[config.mk]
export PLATFORM = sky130hd
export DESIGN_NAME = bth_div
export DESIGN_NICKNAME = d
export VERILOG_FILES = /design/src/rtl/div_pkg.sv /design/src/rtl/sum_sub.sv /design/src/rtl/bth_div.sv
export SDC_FILE = /design/constraint.sdc
export NUM_CORES = 1
export LEC_CHECK = 0
export ABC_AREA = 1
export CORE_MARGIN = 2
export CORE_UTILIZATION = 30
export DETAILED_ROUTE_END_ITERATION = 8
export HOLD_SLACK_MARGIN = 0.05
export PLACE_DENSITY_LB_ADDON = 0.2
export SLEW_MARGIN = 20
export SYNTH_ARGS = -nofsm -noshare
export SYNTH_HDL_FRONTEND = slang
export SYNTH_HIERARCHICAL = 1
export SYNTH_SLANG_ARGS = --single-unit
[constraint.sdc]
create_clock -name clk -period 3.1 [get_ports clk]
set_input_delay 0.62 -clock clk [delete_from_list [all_inputs] [get_ports clk]]
set_output_delay 0.62 -clock clk [all_outputs]
set_load 0.03 [all_outputs]
[src/rtl/div_pkg.sv]
// Shared definitions for the Booth-style sequential divider.
//   state_t  : FSM state encoding (IDLE, CALC, FIX)
//   MAG_W    : working width of the magnitude helper
//   twos_mag : two's-complement magnitude of a sign-extended value; callers
//              narrow the result back to their own operand width with a cast.
package div_pkg;

    typedef enum logic [1:0] {
        IDLE = 2'd0,
        CALC = 2'd1,
        FIX  = 2'd2
    } state_t;

    localparam int MAG_W = 64;

    // |v| for a sign-extended operand. |most-negative| lands on 2^(w-1),
    // which is still representable as an unsigned w-bit magnitude.
    function automatic logic [MAG_W-1:0] twos_mag(input logic [MAG_W-1:0] v);
        return v[MAG_W-1] ? ((~v) + {{(MAG_W-1){1'b0}}, 1'b1}) : v;
    endfunction

endpackage

[src/rtl/sum_sub.sv]
// Ripple adder/subtractor shared with the Booth multiplier.
//   a, b : operands (W bits)
//   sub  : 0 -> s = a + b, 1 -> s = a + ~b + 1 = a - b
//   s    : W-bit result
//   cout : carry out of the top bit (no-borrow flag when subtracting)
module sum_sub #(
    parameter int W = 5
) (
    input  logic [W-1:0] a,
    input  logic [W-1:0] b,
    input  logic         sub,
    output logic [W-1:0] s,
    output logic         cout
);

    logic [W-1:0] b_eff;

    assign b_eff     = sub ? ~b : b;
    assign {cout, s} = {1'b0, a} + {1'b0, b_eff} + {{W{1'b0}}, sub};

endmodule

[src/rtl/bth_div.sv]
// Sequential signed restoring divider, one quotient bit per clock.
// Works on operand magnitudes in an A/Q/M register set, then fixes signs:
// quotient truncates toward zero, remainder follows the dividend's sign.
//   clk, rst      : clock, synchronous active-low reset
//   load          : start request, accepted only in IDLE
//   inp_q, inp_m  : dividend / divisor (two's complement)
//   quot, rem     : registered results, held until the next result
//   busy          : operation in flight (never high together with done)
//   done          : one-cycle pulse when results update
//   dz, ovf       : divide-by-zero / most-negative-by-minus-one flags
module bth_div
    import div_pkg::*;
#(
    parameter int WIDTH = 4
) (
    input  logic             clk,
    input  logic             rst,
    input  logic             load,
    input  logic [WIDTH-1:0] inp_q,
    input  logic [WIDTH-1:0] inp_m,
    output logic [WIDTH-1:0] quot,
    output logic [WIDTH-1:0] rem,
    output logic             busy,
    output logic             done,
    output logic             dz,
    output logic             ovf
);

    localparam int CW = $clog2(WIDTH + 1);

    state_t           state, state_nxt;
    logic [WIDTH-1:0] a_reg, q_reg, m_reg, dvd_reg;
    logic             sign_q, sign_m, dz_pend, ovf_pend;
    logic [CW-1:0]    count;

    logic [WIDTH-1:0] a_sh, q_sh;
    logic [WIDTH:0]   trial;
    logic             trial_unused_co;
    logic [WIDTH-1:0] q_neg, a_neg;
    logic [MAG_W-1:0] q_sext, m_sext;
    logic             m_zero, q_min, m_neg1;

    assign {a_sh, q_sh} = {a_reg, q_reg} << 1;

    // Trial subtraction on zero-extended values: the top bit is the borrow.
    sum_sub #(.W(WIDTH + 1)) u_trial (
        .a    ({1'b0, a_sh}),
        .b    ({1'b0, m_reg}),
        .sub  (1'b1),
        .s    (trial),
        .cout (trial_unused_co)
    );

    assign q_sext = {{(MAG_W-WIDTH){inp_q[WIDTH-1]}}, inp_q};
    assign m_sext = {{(MAG_W-WIDTH){inp_m[WIDTH-1]}}, inp_m};
    assign m_zero = (inp_m == '0);
    assign q_min  = (inp_q == {1'b1, {(WIDTH-1){1'b0}}});
    assign m_neg1 = (inp_m == '1);

    assign q_neg  = (~q_reg) + WIDTH'(1);
    assign a_neg  = (~a_reg) + WIDTH'(1);

    assign busy   = (state != IDLE);

    always_ff @(posedge clk) begin
        if (!rst) state <= IDLE;
        else      state <= state_nxt;
    end

    always_comb begin
        state_nxt = state;
        unique case (state)
            IDLE:    if (load) state_nxt = m_zero ? FIX : CALC;
            CALC:    if (count == CW'(1)) state_nxt = FIX;
            FIX:     state_nxt = IDLE;
            default: state_nxt = IDLE;
        endcase
    end

    always_ff @(posedge clk) begin
        if (!rst) begin
            a_reg    <= '0;
            q_reg    <= '0;
            m_reg    <= '0;
            dvd_reg  <= '0;
            sign_q   <= 1'b0;
            sign_m   <= 1'b0;
            dz_pend  <= 1'b0;
            ovf_pend <= 1'b0;
            count    <= '0;
            quot     <= '0;
            rem      <= '0;
            done     <= 1'b0;
            dz       <= 1'b0;
            ovf      <= 1'b0;
        end else begin
            done <= 1'b0;
            unique case (state)
                IDLE: begin
                    if (load) begin
                        a_reg    <= '0;
                        q_reg    <= WIDTH'(twos_mag(q_sext));
                        m_reg    <= WIDTH'(twos_mag(m_sext));
                        dvd_reg  <= inp_q;
                        sign_q   <= inp_q[WIDTH-1];
                        sign_m   <= inp_m[WIDTH-1];
                        dz_pend  <= m_zero;
                        // Natural wrap already yields 100..0 / 0; only the flag is extra.
                        ovf_pend <= q_min && m_neg1;
                        count    <= CW'(WIDTH);
                    end
                end
                CALC: begin
                    if (!trial[WIDTH]) begin
                        a_reg <= trial[WIDTH-1:0];
                        q_reg <= {q_sh[WIDTH-1:1], 1'b1};
                    end else begin
                        a_reg <= a_sh;
                        q_reg <= q_sh;
                    end
                    count <= count - CW'(1);
                end
                FIX: begin
                    done <= 1'b1;
                    dz   <= dz_pend;
                    ovf  <= ovf_pend;
                    if (dz_pend) begin
                        quot <= '1;
                        rem  <= dvd_reg;
                    end else begin
                        quot <= (sign_q ^ sign_m) ? q_neg : q_reg;
                        rem  <= sign_q ? a_neg : a_reg;
                    end
                end
                default: ;
            endcase
        end
    end

endmodule
==> flow_summary.yaml, run 1 <==
layout:
  finalNonFillerCells: 378
  nNetsFinal: 324
  antenna_cells: 0
  final_util: 0.365
  drive_gt1_frac: 0.0631
  synthToLayoutAreaGrowth_pct: 18.2
floorplanning:
  core_area_um2: 6310
  num_rows: 29
  fp.dieW_um: 84.6
  die-area_um2: 7160
  chipHeight_um: 84.6
  start_util: 0.309
  ios: 23
yosys:
  syn_area_per_cell_um2: 7.02
  syn_area_um2: 1950
  synthCells: 278
  yosys_warnings: 6
cts:
  cts_hold_buffers: 0
  clk_pin_slew_ns: 0.07
  htree_levels: 2
  cts_buffers: 5
  cts-resized-gates: 0
  cts_tree: "yes"
  cts.sinks: 35
  cts_setup_buffers: 0
  cts_root_buffer: "clkbuf_8"
  clk_latency_ns: 0.29
  clock_path_buffers: 2
critical_path:
  rr_startpoint: "q_reg[3]"
  worstSetupStartpoint: "state[0]"
  cp.arrival_ns: 1.52
  required_ns: 2.48
  path_class: "register to primary output"
  ff2ff_setup_slack_ns: 1.14
  rr_endpoint: "a_reg[1]"
  start_kind: "register"
  endpoint_kind: "primary output"
  endpoint: "busy"
  reg2regPathDepth: 10
  worst-path-max-fanout: 5
global_route:
  use_met2: 0.188
  grt.overflow.total: 0
  grt_use_met1: 0.191
  met3_usage: 0.0354
  grt_usage: 0.131
  grt_pass1_wl_um: 7460
  grt_pass1_vias: 1554
  grt_max_degree: 23
  top_usage_layer: "met1"
  antenna_found_initial: 0
sta:
  relSlewSlack: 0.465
  finalCritPeriodShare: 0.690
  grt_setup_unrepaired: "false"
  tightestPinTransition_ns: 0.799
  timing.fmax_mhz: 468
  tns_ns: 0
  setup_viol: 0
  hold_viol_final: 0
  skew_ns: 0.00947
  drv_slew: 0
  fin_crit_ns: 2.14
job:
  drv_cap: 0
run_status:
  status: "complete, no violations"
route:
  via_per_inst: 4.50
  vias: 1702
  ant_nets: 0
  drt_iter0_markers: 54
  drc: 0
  wl_per_cell_um: 11.4
  routed_wl_um: 4300
  drt-pass1-iter-count: 5
pwr:
  power_mw: 1.15
  peakVddDrop_v: 0.000293
  power.leakage_nw: 0.988
  pwr_density_cell_nw_per_um2: 499
place:
  gp_congestion: 0.769
  portBuffers: 22
  dpl.hpwl_um: 3310
  post-place-cells: 370
worst_hold_path:
  hold_path.class: "register to register"
layer usage:
layer / wire length (um) / share of wire / vias up
li1: - / - / 926
met1: 2340 / 0.54 / 744
met3: 133 / 0.031 / 5
met2: 1780 / 0.41 / 27
met5: 0 / 0 / -
met4: 55 / 0.013 / 0
cell type report:
| cell class | instances | area [um^2] |
|---|---|---|
| multi-input combinational | 197 | 1060 |
| timing repair buffer | 22 | 220 |
| clock buffer | 7 | 76.3 |
| fill | 723 | 4010 |
| tap | 77 | 96.3 |
| sequential | 35 | 701 |
| inverter | 39 | 149 |
| clock inverter | 1 | 5.00 |
where the power goes:
part | switching (mW) | internal (mW) | total (mW)
Combinational | 0.189 | 0.119 | 0.308
Sequential | 0.0320 | 0.489 | 0.522
Clock | 0.163 | 0.158 | 0.321
Total | 0.385 | 0.766 | 1.15
how the worst min path moves through the flow:
stage	startpoint	to	slack, ns	depth (start not counted)
6_report	dvd_reg[2]	dvd_reg[2]	0.46	2
5_1_grt	dvd_reg[2]	dvd_reg[2]	0.49	2
4_1_cts	dvd_reg[2]	dvd_reg[2]	0.46	2
3_5_place_dp	dvd_reg[2]	dvd_reg[2]	0.44	2
3_3_place_gp	dvd_reg[2]	dvd_reg[2]	0.44	2
2_1_floorplan	dvd_reg[2]	dvd_reg[2]	0.42	2
through the flow:
step                      hold slack, ns  area, um^2  worst slack [ns]
after floorplan                    0.424        1950              1.32
after detailed placement           0.445        2220             0.731
after CTS                          0.455        2310             0.961
final                              0.457        2310             0.961
after global routing               0.487        2310             0.878
after global placement             0.441        2220             0.788
placed cells by master, fill, tap and decap left out, types with 2 or more instances in the layout:
| cell type | n |
|---|---|
| nor3_1 | 3 |
| nand2_4 | 2 |
| nand2_1 | 63 |
| nand3_1 | 14 |
| inv_1 | 34 |
| conb_1 | 3 |
| dfxtp_1 | 35 |
| clkdlybuf4s50_1 | 22 |
| clkbuf_1 | 2 |
| a21oi_1 | 32 |
| xnor2_1 | 2 |
| inv_2 | 4 |
| nor2_1 | 28 |
| xor2_1 | 4 |
| o21ai_0 | 19 |
| a31oi_1 | 4 |
| ha_1 | 12 |
| clkbuf_8 | 5 |
worst max-delay path, stage by stage (launching register included):
cell and delay [ns]:
dfxtp_1 0.41, inv_2 0.09, nand2_1 0.07, clkdlybuf4s50_1 0.66
(Power assumes the default switching activity.)
==> run 2: changes to the inputs <==
clock period = 1.8 ns   (was 3.1 ns; I/O delays follow)
==> flow_summary.yaml, run 2 (synthesis results as in run 1) <==
run_status:
  status: "complete, no violations"
place:
  dpl.hpwl_um: 3500
  portBuffers: 22
  postPlaceCellArea_um2: 2320
  gp_congestion: 0.765
pwr:
  p_int_mw: 1.36
  p_switching_mw: 0.706
  power.leakage_nw: 1.06
  pwr_density_cell_nw_per_um2: 849
  peakVddDrop_v: 0.000451
  pwr-share-clk: 0.277
  power_frac_comb: 0.288
  power_frac_seq: 0.435
  switching_share: 0.342
global_route:
  grt_pass1_wl_um: 7830
  grt_max_degree: 14
  grt_pass1_vias: 1705
  grt_usage: 0.137
  antenna_found_initial: 0
  grt.overflow.total: 0
critical_path:
  ff2ff_setup_slack_ns: 0.14
  crit_buf_inv: 1
  crit_family: "buffers and inverters"
  crit_cells: 1
  crit_slowest_cell: "clkdlybuf4s50_1"
  rr_startpoint: "m_reg[1]"
  required_ns: 1.44
  worst-path-max-fanout: 2
  cp.arrival_ns: 1.31
  endpoint_kind: "primary output"
  endpoint: "rem[1]"
  rr_endpoint: "a_reg[3]"
  worstPathCellList: "clkdlybuf4s50_1"
  slowest_delay_ns: 0.67
  reg2regPathDepth: 8
  worstSetupStartpoint: "rem[1]"
  start_kind: "register"
  path_class: "register to primary output"
job:
  drv_cap: 0
floorplanning:
  core_area_um2: 6310
  start_util: 0.309
  fp.dieW_um: 84.6
  num_rows: 29
  chipHeight_um: 84.6
  die-area_um2: 7160
  ios: 23
cts:
  clock_path_buffers: 2
  clk_pin_slew_ns: 0.08
  cts_tree: "yes"
  cts.sinks: 35
  htree_levels: 2
  clk_latency_ns: 0.30
  cts_buffers: 5
  cts_root_buffer: "clkbuf_8"
sta:
  grt_setup_unrepaired: "false"
  setup_viol: 0
  skew_ns: 0.0132
  fin_crit_ns: 1.67
  finalCritPeriodShare: 0.927
  hold_viol_final: 0
  tns_ns: 0
  timing.fmax_mhz: 599
  drv_slew: 0
layout:
  synthToLayoutAreaGrowth_pct: 24.7
  antenna_cells: 0
  stdcell_area_um2: 2430
  nNetsFinal: 338
  layout_commonest_cell: "nand2_1"
  final_cell_mix: "nand2_1 (62), dfxtp_1 (35), inv_1 (34)"
  drive_gt1_frac: 0.121
route:
  drc: 0
  drt-pass1-iter-count: 4
  ant_nets: 0
  vias: 1768
  routed_wl_um: 4500
  via_per_inst: 4.51
  wl_per_cell_um: 11.5
  drt_iter0_markers: 71
worst_hold_path:
  hold_path.class: "register to register"
-- run 2: cell count changes in the layout (fill, tap and decap cells not counted), sizes merged --
cell           previous run  this run
clkinvlp                  0         1
clkdlybuf4s50            22        21
clkbuf                    7         6
dlygate4sd2               0         1
buf                       0        14
-- run 2: power groups by stage --
stage	Combinational, mW	Clock [mW]	Sequential (mW)
global route	0.675	0.624	0.909
CTS	0.582	0.585	0.897
detailed placement	0.579	0	0.915
floorplan	0.364	0	0.936
finish	0.594	0.573	0.897
global placement	0.574	0	0.914
-- run 2: cell type report --
type / instances / area, um^2
Sequential cell: 35 / 701
Inverter: 39 / 149
Fill cell: 689 / 3880
Clock buffer: 6 / 72.6
Clock inverter: 2 / 12.5
Timing Repair Buffer: 36 / 324
Multi-Input combinational cell: 197 / 1080
Tap cell: 77 / 96.3
-- run 2: through the flow --
step / total power, mW / utilization / instances / worst slack [ns] / hold slack [ns]
after floorplan: 1.30 / - / 279 / 0.0224 / 0.424
after global placement: 1.49 / 0.368 / 383 / 0.0545 / 0.451
after global routing: 2.21 / 0.385 / 392 / 0.0439 / 0.491
final: 2.06 / 0.385 / 392 / 0.132 / 0.469
after detailed placement: 1.49 / 0.368 / 383 / 0.00499 / 0.453
after CTS: 2.06 / 0.381 / 391 / 0.0508 / 0.465
-- run 2: worst register-to-register path, delay by kind of cell, from the launching register on --
kind                     cells  cell delay [ns]
AND/OR/NAND/NOR              3             0.38
adder cells (fa/ha/maj)      1             0.36
AO/OA/AOI/OAI                3             0.36
flip-flops                   1             0.33
XOR/XNOR                     1             0.15
-- run 2: worst min path at each step --
stage               cells after the start  startpoint          to  slack (ns)
detailed placement                      2  dvd_reg[2]  dvd_reg[2]        0.45
finish                                  2  dvd_reg[2]  dvd_reg[2]        0.47
global placement                        2  dvd_reg[2]  dvd_reg[2]        0.45
global route                            2  dvd_reg[2]  dvd_reg[2]        0.49
CTS                                     2  dvd_reg[2]  dvd_reg[2]        0.47
floorplan                               2  dvd_reg[2]  dvd_reg[2]        0.42
-- run 2: routing by layer --
layer	wire length, um	part of all wire	GRT usage	vias to the layer above
li1	-	-	-	951
met1	2220	0.49	0.183	776
met2	1980	0.44	0.219	34
met3	226	0.050	0.0295	7
met4	70	0.016	0.0433	0
met5	0	0	0	-
-- run 2: timing repair --
| action | CTS | global route |
|---|---|---|
| pin swaps | 0 | 1 |
| setup endpoints to repair | 3 | 5 |
| resized for setup | 2 | 5 |
| hold buffers | 0 | 0 |
| buffers inserted | 0 | 1 |
==> edit 1, RTL diff (settings of run 1) <==
Put one more register stage on the output `rem`, cleared by the reset. The value now appears one clock later. The other outputs are not delayed to match. Comments in the files are not updated.
--- a/src/rtl/bth_div.sv
+++ b/src/rtl/bth_div.sv
@@ -28,4 +28,6 @@
 
     localparam int CW = $clog2(WIDTH + 1);
+
+    logic [WIDTH-1:0] rem_s0;
 
     state_t           state, state_nxt;
@@ -90,5 +92,5 @@
             count    <= '0;
             quot     <= '0;
-            rem      <= '0;
+            rem_s0   <= '0;
             done     <= 1'b0;
             dz       <= 1'b0;
@@ -127,8 +129,8 @@
                     if (dz_pend) begin
                         quot <= '1;
-                        rem  <= dvd_reg;
+                        rem_s0 <= dvd_reg;
                     end else begin
                         quot <= (sign_q ^ sign_m) ? q_neg : q_reg;
-                        rem  <= sign_q ? a_neg : a_reg;
+                        rem_s0 <= sign_q ? a_neg : a_reg;
                     end
                 end
@@ -138,3 +140,11 @@
     end
 
+    always_ff @(posedge clk) begin
+        if (!rst) begin
+            rem <= '0;
+        end else begin
+            rem <= rem_s0;
+        end
+    end
+
 endmodule
Behaviour: not the same (a bounded check fails within 4 cycles, from zero or initial values and one cycle with rst low).
==> edit 1 against run 1 <==
Clock skew grew 0.0016 ns. Area after synthesis up 5.8%. Final area rose by 6.0%. Sequential cell count rose by 4. Setup slack got worse by 0.11 ns. Routed wire length rose by 7.6%. Total power is 6.3% higher. Fmax decreased by 4.9%.
==> edit 1: results (changes against run 1) <==
run_status:
  status: "completed"  # unchanged
critical_path:
  slowest_delay_ns: 0.68  # was 0.66 ns
  critPathMaxFanout: 5  # unchanged
  cp.arrival_ns: 1.63  # was 1.52 ns
grt:
  grt_start_max_net_pins: 19  # was 23
  grt_pass1_vias: 1693  # was 1554
  track_usage_pct: 13.65  # was 13.09%
  grt_pass1_wl_um: 7997  # was 7458 µm
route:
  dr.first_iter.drc_count: 58  # was 54
  routed-wl-met3_um: 212  # was 133 µm
  finalWirelength_um: 4626  # was 4300 µm
  vias: 1832  # was 1702
  firstDrtPassIters: 4  # was 5
  met2WireLength_um: 1919  # was 1776 µm
  wl_met1_um: 2405  # was 2335 µm
placement:
  portBuffers: 22  # unchanged
  place_hpwl_um: 3530  # was 3312 µm
  post-place-ws_ns: 0.9192  # was 0.7307 ns
  gp_congestion: 0.7984  # was 0.7691
clock_tree:
  cts_resized: 0  # unchanged
power_and_ir_drop:
  leakage_uw: 0.001118  # was 0.0009880 µW
  irDropWorstVdd_v: 0.0001731  # was 0.0002930 V
sta:
  worstMarginPinSlew_ns: 0.5675  # was 0.7990 ns
  clock_skew_ns: 0.01111  # was 0.009472 ns
cells_and_area:
  drive_gt1_share_pct: 6.940  # was 6.312%
  final_nets: 340  # was 324
[edit 1: power breakdown]
part	switching [µW]	total, µW	internal, µW
sequential	33.0	573	540
clock	183	340	157
combinational	192	309	118
total	408	1220	816
[edit 1: worst reg2reg max path, cell delays in order, from the launching register on]
cell and delay [ns]:
dfxtp_1 0.38, inv_1 0.09, nand2_4 0.08, nand2_1 0.07, fa_1 0.40, nand3b_1 0.20
nand3_1 0.09, nand2_1 0.17, a21oi_1 0.21, o21ai_0 0.11, a21oi_1 0.13
[edit 1: cell type report]
type	instances	area, µm²
fill	716	4274
timing repair buffer	23	227.7
inverter	45	171.4
clock buffer	6	72.57
clock inverter	2	12.51
sequential	39	780.7
multi-input combinational	202	1080
tap	80	100.1
[edit 1: stage by stage]
step / cells / power, µW / area, µm² / utilization [%]
3_5_place_dp: 389 / 894.5 / 2360 / 35.12
2_1_floorplan: 292 / 803.9 / 2068 / -
5_1_grt: 397 / 1308 / 2445 / 36.39
4_1_cts: 397 / 1231 / 2445 / 36.39
3_3_place_gp: 389 / 892.4 / 2360 / 35.12
6_report: 397 / 1223 / 2445 / 36.39
[edit 1: final timing paths]
path                  start        to  slack [ns]  cells after the start
setup / recovery   state[0]      busy        0.85                      3
hold / removal    rem_s0[2]    rem[2]        0.43                      2
setup reg to reg   q_reg[3]  a_reg[1]        1.09                     10
hold reg to reg   rem_s0[2]    rem[2]        0.43                      2
[edit 1: layer usage]
layer / vias to the layer above / global-route usage (%)
met3: 9 / 4.739
met4: 0 / 3.977
met2: 34 / 20.33
met1: 824 / 18.61
met5: - / 0
li1: 965 / -
==> edit 2, RTL diff (settings of run 1) <==
Without the edit above. `WIDTH`: 4 -> 2.
--- a/src/rtl/bth_div.sv
+++ b/src/rtl/bth_div.sv
@@ -12,5 +12,5 @@
     import div_pkg::*;
 #(
-    parameter int WIDTH = 4
+    parameter int WIDTH = 2
 ) (
     input  logic             clk,
Interface: changed (resized inp_m, inp_q, quot and rem); port bits go from 23 to 15. No check against the original RTL was run, so the function may have changed too.
==> edit 2 against run 1 <==
Sequential power down 38%. Die area down 44%. Critical path depth unchanged. Clock skew down 0.0087 ns. Count of clock-buffer cells in the layout down 4. Via count down 42%. Final area down 43%. Setup slack worse by 0.058 ns. Sequential cell count down 13. Routed wire length down 48%. Total power down 39%. Area after synthesis down 46%.
==> edit 2: results (changes against run 1) <==
run_status:
  status: "completed"  # unchanged
grt:
  grt_pass1_wl_um: 3870  # was 7458 µm
  track_usage_pct: 12.50  # was 13.09%
  grt_pass1_vias: 892  # was 1554
  grt_start_max_net_pins: 14  # was 23
  antenna_found_initial: 0  # unchanged
critical_path:
  cp.arrival_ns: 1.58  # was 1.52 ns
  critPathMaxFanout: 5  # unchanged
clock_tree:
  clk_pin_slew_ns: 0.12  # was 0.07 ns
  clockRootBuffer: "clkbuf_4"  # was clkbuf_8
  htree_levels: 1  # was 2
  cts_made_buffers: 3  # was 5
  cts_resized: 0  # unchanged
  cts_buffer_depth: 2  # unchanged
  worstSkewPairLatency_ns: 0.31  # was 0.29 ns
  cts_setup_buffers: 0  # unchanged
worst_hold_path:
  worstHoldPathType: "reg -> reg"  # unchanged
sta:
  clock_skew_ns: 0.0007736  # was 0.009472 ns
cells_and_area:
  final_nets: 184  # was 324
  instances_no_fill: 219  # was 378
  drive_gt1_share_pct: 6.358  # was 6.312%
  antenna_cells: 0  # unchanged
power_and_ir_drop:
  leakage_uw: 0.0006010  # was 0.0009880 µW
  irDropWorstVdd_v: 0.0003392  # was 0.0002930 V
synth:
  ys.warnings.count: 6  # unchanged
  synth_cells: 154  # was 278
route:
  finalWirelength_um: 2252  # was 4300 µm
  firstDrtPassIters: 4  # was 5
  dr.first_iter.drc_count: 40  # was 54
  vias: 986  # was 1702
placement:
  portBuffers: 14  # was 22
  gp_congestion: 0.7754  # was 0.7691
  place_hpwl_um: 1749  # was 3312 µm
## edit 2: routing by layer
layer  wire length, µm  vias up  GRT usage [%]
met5                 0        -              0
met4                95        0          7.880
met3                92       10          3.929
met2              1008       24          19.47
met1              1056      439          14.80
li1                  -      513              -
## edit 2: worst paths after layout
| check | startpoint | to | slack (ns) | cells past startpoint |
|---|---|---|---|---|
| max | state[0] | busy | 0.90 | 3 |
| min reg2reg | dvd_reg[0] | dvd_reg[0] | 0.47 | 2 |
| min | dvd_reg[0] | dvd_reg[0] | 0.47 | 2 |
| max reg2reg | q_reg[1] | q_reg[0] | 1.26 | 9 |
## edit 2: per-stage QoR
step	setup slack (ns)	total power [µW]	util [%]	hold WS, ns
2_1_floorplan	1.468	434.8	-	0.4325
3_3_place_gp	1.236	483.7	37.50	0.4504
3_5_place_dp	1.208	485.8	37.50	0.4519
4_1_cts	0.8909	709.0	39.06	0.4694
5_1_grt	0.8160	743.8	39.06	0.4857
6_report	0.9029	700.6	39.06	0.4672
## edit 2: final cells by class
cell class                      instances  area (µm²)
Clock buffer                            3       22.52
Clock inverter                          1       30.03
Fill cell                             372        2049
Inverter                               24       91.34
Multi-Input combinational cell        109       531.8
Sequential cell                        22       440.4
Tap cell                               46       57.56
Timing Repair Buffer                   14       140.1
## edit 2: worst max-delay path: stages, from the launching register on
cell and delay, ns:
dfxtp_1 0.45, inv_1 0.08, nand2_1 0.07, clkdlybuf4s50_1 0.66
## edit 2: power breakdown
part           internal, µW  switching (µW)  leakage (µW)  total (µW)
logic                  60.8            95.9      0.000393         157
registers               305            17.6      0.000180         323
clock network           131            90.4     0.0000279         221
total                   497             204      0.000601         701
